==> src/rtl/hqm_rcfwl_pgcb_cg_ctrl_pkg.sv <==
// Shared types and constants for the PGCB clock-gate controller.
// The state encoding is fixed because software and legacy debug views decode it.
package hqm_rcfwl_pgcb_cg_ctrl_pkg;

    typedef enum logic [1:0] {
        ON   = 2'b00,
        HYST = 2'b01,
        OFF  = 2'b10,
        WAKE = 2'b11
    } cg_state_e;

    localparam int SETTLE_W = 3;

endpackage

==> src/rtl/hqm_rcfwl_pgcb_ctech_doublesync.sv <==
// Two-flop synchronizer for bringing asynchronous levels into the clk domain.
// clr_b clears both stages so no stale request survives a reset.
module hqm_rcfwl_pgcb_ctech_doublesync #(
    parameter int WIDTH = 1
) (
    input  logic [WIDTH-1:0] d,
    input  logic             clr_b,
    input  logic             clk,
    output logic [WIDTH-1:0] q
);

    logic [WIDTH-1:0] meta_q;
    logic [WIDTH-1:0] sync_q;

    // NOTE: flops use non-blocking assignments so both stages sample pre-edge values.
    always_ff @(posedge clk) begin
        if (!clr_b) begin
            meta_q <= '0;
            sync_q <= '0;
        end else begin
            meta_q <= d;
            sync_q <= meta_q;
        end
    end

    assign q = sync_q;

endmodule

==> src/rtl/hqm_rcfwl_pgcb_cg_ctrl.sv <==
// Idle-driven clock-gate controller: gates after a hysteresis window, ungates on
// wake/force/activity, and pulses wake_ack once the restored clock has settled.
module hqm_rcfwl_pgcb_cg_ctrl
    import hqm_rcfwl_pgcb_cg_ctrl_pkg::*;
#(
    parameter bit SYNC_WAKE = 1'b1,
    parameter int CNT_W     = 4
) (
    input  logic             pgcb_clk,
    input  logic             pgcb_rst_b,
    input  logic             idle,
    input  logic             wake_async,
    input  logic             force_on,
    input  logic [CNT_W-1:0] cfg_hyst,
    input  logic [2:0]       cfg_settle,
    output logic             clk_en,
    output logic             gated,
    output logic             wake_ack
);

    // One counter serves both hysteresis and settle, so size it for the larger.
    localparam int CW = (CNT_W > SETTLE_W) ? CNT_W : SETTLE_W;

    logic      wake_s;
    logic      keep;
    cg_state_e state_q, state_d;
    logic [CW-1:0] cnt_q, cnt_d;
    logic      clk_en_q, gated_q, wake_ack_q;
    logic      wake_ack_d;

    if (SYNC_WAKE) begin : g_sync
        hqm_rcfwl_pgcb_ctech_doublesync u_wake_sync (
            .d     (wake_async),
            .clr_b (pgcb_rst_b),
            .clk   (pgcb_clk),
            .q     (wake_s)
        );
    end else begin : g_nosync
        assign wake_s = wake_async;
    end

    assign keep = wake_s | force_on | ~idle;

    // NOTE: every always_comb output gets a default first so no latch is inferred.
    always_comb begin
        state_d    = state_q;
        cnt_d      = cnt_q;
        wake_ack_d = 1'b0;
        case (state_q)
            ON: begin
                if (!keep) begin
                    state_d = HYST;
                    cnt_d   = CW'(cfg_hyst);
                end
            end
            HYST: begin
                if (keep) begin
                    state_d = ON;
                end else if (cnt_q == '0) begin
                    state_d = OFF;
                end else begin
                    cnt_d = cnt_q - CW'(1);
                end
            end
            OFF: begin
                if (keep) begin
                    state_d = WAKE;
                    cnt_d   = CW'(cfg_settle);
                end
            end
            WAKE: begin
                if (cnt_q == '0) begin
                    state_d    = ON;
                    wake_ack_d = 1'b1;
                end else begin
                    cnt_d = cnt_q - CW'(1);
                end
            end
            default: state_d = ON;
        endcase
    end

    // Outputs are decoded from next-state so they flip on the same edge as the state.
    always_ff @(posedge pgcb_clk) begin
        if (!pgcb_rst_b) begin
            state_q    <= ON;
            cnt_q      <= '0;
            clk_en_q   <= 1'b1;
            gated_q    <= 1'b0;
            wake_ack_q <= 1'b0;
        end else begin
            state_q    <= state_d;
            cnt_q      <= cnt_d;
            clk_en_q   <= (state_d != OFF);
            gated_q    <= (state_d == OFF);
            wake_ack_q <= wake_ack_d;
        end
    end

    assign clk_en   = clk_en_q;
    assign gated    = gated_q;
    assign wake_ack = wake_ack_q;

endmodule

==> config.mk <==
export PLATFORM = sky130hd
export DESIGN_NAME = hqm_rcfwl_pgcb_cg_ctrl
export DESIGN_NICKNAME = d
export VERILOG_FILES = /design/src/rtl/hqm_rcfwl_pgcb_cg_ctrl_pkg.sv /design/src/rtl/hqm_rcfwl_pgcb_ctech_doublesync.sv /design/src/rtl/hqm_rcfwl_pgcb_cg_ctrl.sv
export SDC_FILE = /design/constraint.sdc
export NUM_CORES = 1
export LEC_CHECK = 0
export ABC_CLOCK_PERIOD_IN_PS = 4200
export CAP_MARGIN = 40
export CORE_MARGIN = 2
export CORE_UTILIZATION = 30
export DETAILED_ROUTE_END_ITERATION = 8
export GPL_TIMING_DRIVEN = 1
export MAX_ROUTING_LAYER = met4
export PLACE_DENSITY = 0.55
export SLEW_MARGIN = 10
export SYNTH_ARGS = -nofsm -noshare
export SYNTH_HDL_FRONTEND = slang
export SYNTH_SLANG_ARGS = --single-unit
==> constraint.sdc <==
create_clock -name pgcb_clk -period 4.2 [get_ports pgcb_clk]
set_input_delay 1.26 -clock pgcb_clk [delete_from_list [all_inputs] [get_ports pgcb_clk]]
set_output_delay 1.26 -clock pgcb_clk [all_outputs]
set_load 0.005 [all_outputs]
==> results_dict.tcl, run 1 <==
set metrics [dict create \
    cts_resized 0 \
    grt_pass1_vias 490 \
    tritoncts "yes" \
    std_cell_rows 16 \
    die_area_um2 2470 \
    overflow 0 \
    reg2reg_slack_ps 2710 \
    fmaxAchievable_mhz 415 \
    core_um2 1960 \
    grt_max_degree 13 \
    cts_buffers 3 \
    slew_viol_final 0 \
    maxCapViolations 0 \
    io_pins 15 \
    cts-htree-levels 1 \
    yosys_warnings 0 \
    swShare_pct 24.9 \
    io_buffers 14 \
    tightest_slew_ps 405 \
    cts_root_buffer "clkbuf_4" \
    finalCritPeriodShare_pct 57.4 \
    start_util_pct 31.9 \
    power.internal_w 0.000170 \
    finalHoldViolations 0 \
    clk_latency_ps 260 \
    hold_buffers 0 \
    final_cell_mix "clkdlybuf4s50_1, dfxtp_1, nand2_1" \
    hpwl_um 925 \
    crit_required_ps 4350 \
    vias 487 \
    dieHeight_um 49.7 \
    hp-start "g_sync.u_wake_sync.meta_q$_SDFF_PN0_" \
    viasPerCell 4.55 \
    reg2regPathDepth 4 \
    antenna_found_initial 0 \
    leakagePower_nw 0.307 \
    final_common_cell "clkdlybuf4s50_1" \
    post-cts-setup-buffers 0 \
    hold_ws_ps 442 \
    route.detailed.drc 0 \
    clk_pin_slew_worst_paths_ps 70 \
    drtIter0Drc 5 \
    skew_ps 1.73 \
    path_class "input pin to register" \
    final_cells 107 \
    ys_types 34 \
    ir_drop_uv 118 \
    cp-start-kind "input pin" \
    syn_area_um2 626 \
    crit_fanout 6 \
    area_growth_syn_to_layout_pct 29.0 \
    grt_usage_pct 11.8 \
    dp_cells 103 \
    power.share.sequential_pct 50.4 \
    clk_path_buf_depth 2 \
    r2r-start "state_q[1]$_SDFF_PN0_" \
    syn_inst 65 \
    drive_gt1_share_pct 17.5 \
    gp_congestion 0.765 \
    drt_wl_total_um 1170 \
    p_per_area_nw_per_um2 281 \
    r2r_end "cnt_q[2]$_SDFFE_PN0P_" \
    rsz0062_at_grt "no" \
    min_path_type "register to register" \
    ys_ff_latch 11 \
    seq_area_frac_synth_pct 35.2 \
    antenna_cells 0 \
    slew-limit-headroom_pct 73.0 \
    antenna_left 0 \
    p_switching_w 0.0000564 \
    power_frac_clock_pct 30.6 \
    hold_depth 1 \
    synth_nets 79 \
    whs_endpoint "g_sync.u_wake_sync.q$_SDFF_PN0_" \
    setup_tns_ps 0 \
    wl_per_cell_um 10.9 \
    fin_crit_ps 2410 \
    first_pass_iters 2 \
    die_x_um 49.7 \
    p_comb_share_pct 19.0 \
    arrival_ps 2560 \
    grt_pass1_wl_um 2100 \
    finalSetupViolCount 0 \
    clkSinkCount 11 \
    end_kind "register" \
    syn_area_per_cell_um2 9.62 \
    num-nets-final 95 \
    outcome "complete, no violations" \
]
cell usage after synthesis:
master     number  area (um2)
a211oi_1        1        7.51
a21bo_2         1        10.0
a21boi_0        1        7.51
a21boi_4        1        18.8
a21oi_1         4        20.0
a31o_1          1        8.76
a31oi_1         1        6.26
and2_1          2        12.5
and2_4          1        8.76
and3_2          1        7.51
buf_2           1        5.00
buf_6           1        11.3
clkbuf_1        1        3.75
dfxtp_1        11         220
ha_1            2        25.0
inv_1           4        15.0
mux2i_1         4        40.0
nand2_1         5        18.8
nand2b_2        2        17.5
nand3_1         1        5.00
nand3b_1        1        7.51
nand4_1         1        6.26
nand4bb_4       1        27.5
nor2_1          2        7.51
nor2b_1         1        6.26
nor2b_2         1        8.76
nor3_1          3        15.0
nor3b_4         1        18.8
o211a_1         1        10.0
o21ai_0         3        15.0
o22ai_1         1        6.26
or2b_1          1        7.51
or3b_4          1        11.3
xor2_1          1        8.76
through the flow:
stage / util [%] / power (W) / area (um2) / setup WS (ps)
after global routing: 41.1 / 0.000241 / 807 / 1720
final: 41.1 / 0.000227 / 807 / 1790
after global placement: 39.7 / 0.000160 / 779 / 1510
after CTS: 41.1 / 0.000233 / 807 / 1810
after floorplan: - / 0.000145 / 626 / 2080
after detailed placement: 39.7 / 0.000160 / 779 / 1510
worst max-delay path by stage:
stage               cells after the start     start  slack (ps)                    end
finish                                  5  force_on        1790  cnt_q[3]$_SDFFE_PN0P_
global route                            5  force_on        1720  cnt_q[3]$_SDFFE_PN0P_
CTS                                     5  force_on        1810  cnt_q[2]$_SDFFE_PN0P_
detailed placement                      5  force_on        1510  cnt_q[3]$_SDFFE_PN0P_
global placement                        5  force_on        1510  cnt_q[3]$_SDFFE_PN0P_
floorplan                               4  force_on        2080  cnt_q[2]$_SDFFE_PN0P_
cell type report:
class / instances / area [um2]
multi-input combinational: 47 / 370
clock inverter: 1 / 5.00
inverter: 4 / 15.0
sequential: 11 / 220
fill: 218 / 1150
clock buffer: 3 / 22.5
tap: 27 / 33.8
timing repair buffer: 14 / 140
layer usage:
metal	vias to the layer above	track usage [%]	wire, um
li1	257	-	-
met1	219	13.5	558
met2	9	17.3	540
met3	2	5.45	64
met4	0	5.56	8
met5	-	-	0
power by group through the flow:
stage | Clock (W) | Sequential (W) | Combinational, W
5_1_grt | 0.0000779 | 0.000115 | 0.0000481
4_1_cts | 0.0000747 | 0.000114 | 0.0000438
6_report | 0.0000694 | 0.000114 | 0.0000431
3_5_place_dp | 0 | 0.000117 | 0.0000435
2_1_floorplan | 0 | 0.000114 | 0.0000306
3_3_place_gp | 0 | 0.000117 | 0.0000434
flip-flops by register name, indices dropped and copies added (netlist names):
register / count
cnt_q: 4
state_q: 2
clk_en: 1
g_sync.u_wake_sync.meta_q: 1
g_sync.u_wake_sync.q: 1
gated: 1
wake_ack: 1
worst max-delay path, stage by stage:
cell             delay, ps
clkdlybuf4s50_1        460
nor3b_4                370
a21oi_1                120
a211oi_1               270
nor3_1                  90
logic make-up after synthesis:
family	after synthesis	share of synthesized area, %
compound gates	15	17.6
buf+inv	7	5.60
simple gates	25	29.8
flops	11	35.2
mux	4	6.40
fa+ha+maj	2	4.00
xor+xnor	1	1.40
Note: power is estimated with default switching activity, not from simulation.
==> run 2, diff against run 1 <==
--- a/config.mk
+++ b/config.mk
@@ -5,14 +5,14 @@
 export SDC_FILE = /design/constraint.sdc
 export NUM_CORES = 1
 export LEC_CHECK = 0
-export ABC_CLOCK_PERIOD_IN_PS = 4200
+export ABC_CLOCK_PERIOD_IN_PS = 2000
 export CAP_MARGIN = 40
 export CORE_MARGIN = 2
 export CORE_UTILIZATION = 30
 export DETAILED_ROUTE_END_ITERATION = 8
 export GPL_TIMING_DRIVEN = 1
 export MAX_ROUTING_LAYER = met4
-export PLACE_DENSITY = 0.55
+export PLACE_DENSITY = 0.57
 export SLEW_MARGIN = 10
 export SYNTH_ARGS = -nofsm -noshare
 export SYNTH_HDL_FRONTEND = slang
==> constraint.sdc (replaced) <==
create_clock -name pgcb_clk -period 2 [get_ports pgcb_clk]
set_input_delay 0.6 -clock pgcb_clk [delete_from_list [all_inputs] [get_ports pgcb_clk]]
set_output_delay 0.6 -clock pgcb_clk [all_outputs]
set_load 0.005 [all_outputs]
==> results_dict.tcl, run 2 (synthesis results as in run 1) <==
set metrics [dict create \
    crit_fanout 6 \
    clk_latency_ps 270 \
    min_path_type "register to register" \
    grt_use_met1_pct 13.5 \
    path_class "input pin to register" \
    final_area_um2 813 \
    multiInputGateArea_um2 370 \
    hpwl_um 936 \
    vias 509 \
    tightest_slew_ps 368 \
    leakagePower_nw 0.310 \
    dpl-instance-area_um2 787 \
    final_common_cell "clkdlybuf4s50_1" \
    largest_reg_flops 4 \
    worst_slack_ps 262 \
    area_growth_syn_to_layout_pct 30.0 \
    slew_viol_final 0 \
    cts_buffers 3 \
    arrival_ps 1910 \
    ir_drop_uv 273 \
    crit_chain "clkdlybuf4s50_1 -> nor3b_4 -> a21boi_4 -> and2_4 -> a31o_1" \
    post-cts-setup-buffers 0 \
    route.detailed.drc 0 \
    hold_buffers 0 \
    maxCapViolations 0 \
    tritoncts "yes" \
    cts-htree-levels 1 \
    grt_pass1_wl_um 2080 \
    wl_per_cell_um 10.9 \
    antenna_left 0 \
    cp-start-kind "input pin" \
    antenna_found_initial 0 \
    slew-limit-headroom_pct 75.4 \
    dp_slack_ps -31.5 \
    final_cell_mix "clkdlybuf4s50_1, dfxtp_1, nand2_1" \
    skew_ps 2.55 \
    drive_gt1_share_pct 17.3 \
    std_cell_rows 16 \
    p_comb_share_pct 19.0 \
    clk_pin_slew_worst_paths_ps 70 \
    finalHoldViolations 0 \
    dieHeight_um 49.7 \
    fmaxAchievable_mhz 575 \
    clkSinkCount 11 \
    p_switching_w 0.000125 \
    start_util_pct 31.9 \
    first_pass_iters 2 \
    overflow 0 \
    end_kind "register" \
    finalSetupViolCount 0 \
    gp_congestion 0.735 \
    grt_max_degree 13 \
    grt_usage_pct 11.6 \
    drtIter0Drc 10 \
    power_w 0.000487 \
    largest_register "cnt_q" \
    ff_latch_area_um2 220 \
    grt-busiest-layer "met2" \
    grt_use_met2_pct 16.4 \
    cp_slowest_cell "clkdlybuf4s50_1" \
    rsz0062_at_grt "no" \
    power.share.sequential_pct 49.3 \
    cp_slowest_stage_delay_ps 460 \
    drt_wl_total_um 1180 \
    finalCritPeriodShare_pct 86.9 \
    power_frac_clock_pct 31.7 \
    clk_path_buf_depth 2 \
    core_um2 1960 \
    num-nets-final 96 \
    die_area_um2 2470 \
    fin_crit_ps 1740 \
    cts_root_buffer "clkbuf_4" \
    antenna_cells 0 \
    p_per_area_nw_per_um2 598 \
    grt_use_met3_pct 3.33 \
    io_buffers 14 \
    crit_required_ps 2170 \
    cts_resized 0 \
    outcome "complete, no violations" \
    io_pins 15 \
    power.internal_w 0.000362 \
    grt_pass1_vias 468 \
    swShare_pct 25.7 \
    viasPerCell 4.71 \
    die_x_um 49.7 \
    nFillCells 215 \
    top_regs "cnt_q x4, state_q x2" \
]
-- run 2: final timing paths --
| check | start | endpoint | slack (ps) | cells past startpoint |
|---|---|---|---|---|
| setup / recovery | force_on | cnt_q[2]$_SDFFE_PN0P_ | 260 | 5 |
| hold / removal | g_sync.u_wake_sync.meta_q$_SDFF_PN0_ | g_sync.u_wake_sync.q$_SDFF_PN0_ | 430 | 1 |
| setup reg to reg | cnt_q[0]$_SDFFE_PN0P_ | cnt_q[2]$_SDFFE_PN0P_ | 540 | 6 |
| hold reg to reg | g_sync.u_wake_sync.meta_q$_SDFF_PN0_ | g_sync.u_wake_sync.q$_SDFF_PN0_ | 430 | 1 |
-- run 2: critical path, delay by kind of cell --
kind                   cells  cell delay, ps
AOI/OAI and AO/OA          2             310
buffers and inverters      1             460
and+or+nand+nor            2             540
-- run 2: routing by layer --
layer / part of all wire, % / vias up
li1: - / 259
met1: 46 / 235
met2: 47 / 10
met3: 3.9 / 5
met4: 3.0 / 0
met5: 0 / -
-- run 2: area by class of cell --
type,count,area share [%]
clock buffer,4,3.23
tap,27,4.15
inverter,4,1.85
sequential,11,27.1
timing repair buffer,15,18.2
multi-input combinational,47,45.5
-- run 2: stage by stage --
| stage | instances | hold WS, ps | TNS [ps] | util, % |
|---|---|---|---|---|
| 2_1_floorplan | 65 | 412 | 0 | - |
| 3_3_place_gp | 104 | 418 | 0 | 40.1 |
| 3_5_place_dp | 104 | 424 | -41.7 | 40.1 |
| 4_1_cts | 108 | 441 | 0 | 41.5 |
| 5_1_grt | 108 | 481 | 0 | 41.5 |
| 6_report | 108 | 435 | 0 | 41.5 |
-- run 2: power groups by stage --
| stage | Combinational, W | Sequential [W] | Clock [W] |
|---|---|---|---|
| after floorplan | 0.0000642 | 0.000239 | 0 |
| after global placement | 0.0000917 | 0.000245 | 0 |
| after detailed placement | 0.0000932 | 0.000245 | 0 |
| after CTS | 0.0000937 | 0.000240 | 0.000162 |
| after global routing | 0.000102 | 0.000241 | 0.000178 |
| final | 0.0000924 | 0.000240 | 0.000154 |
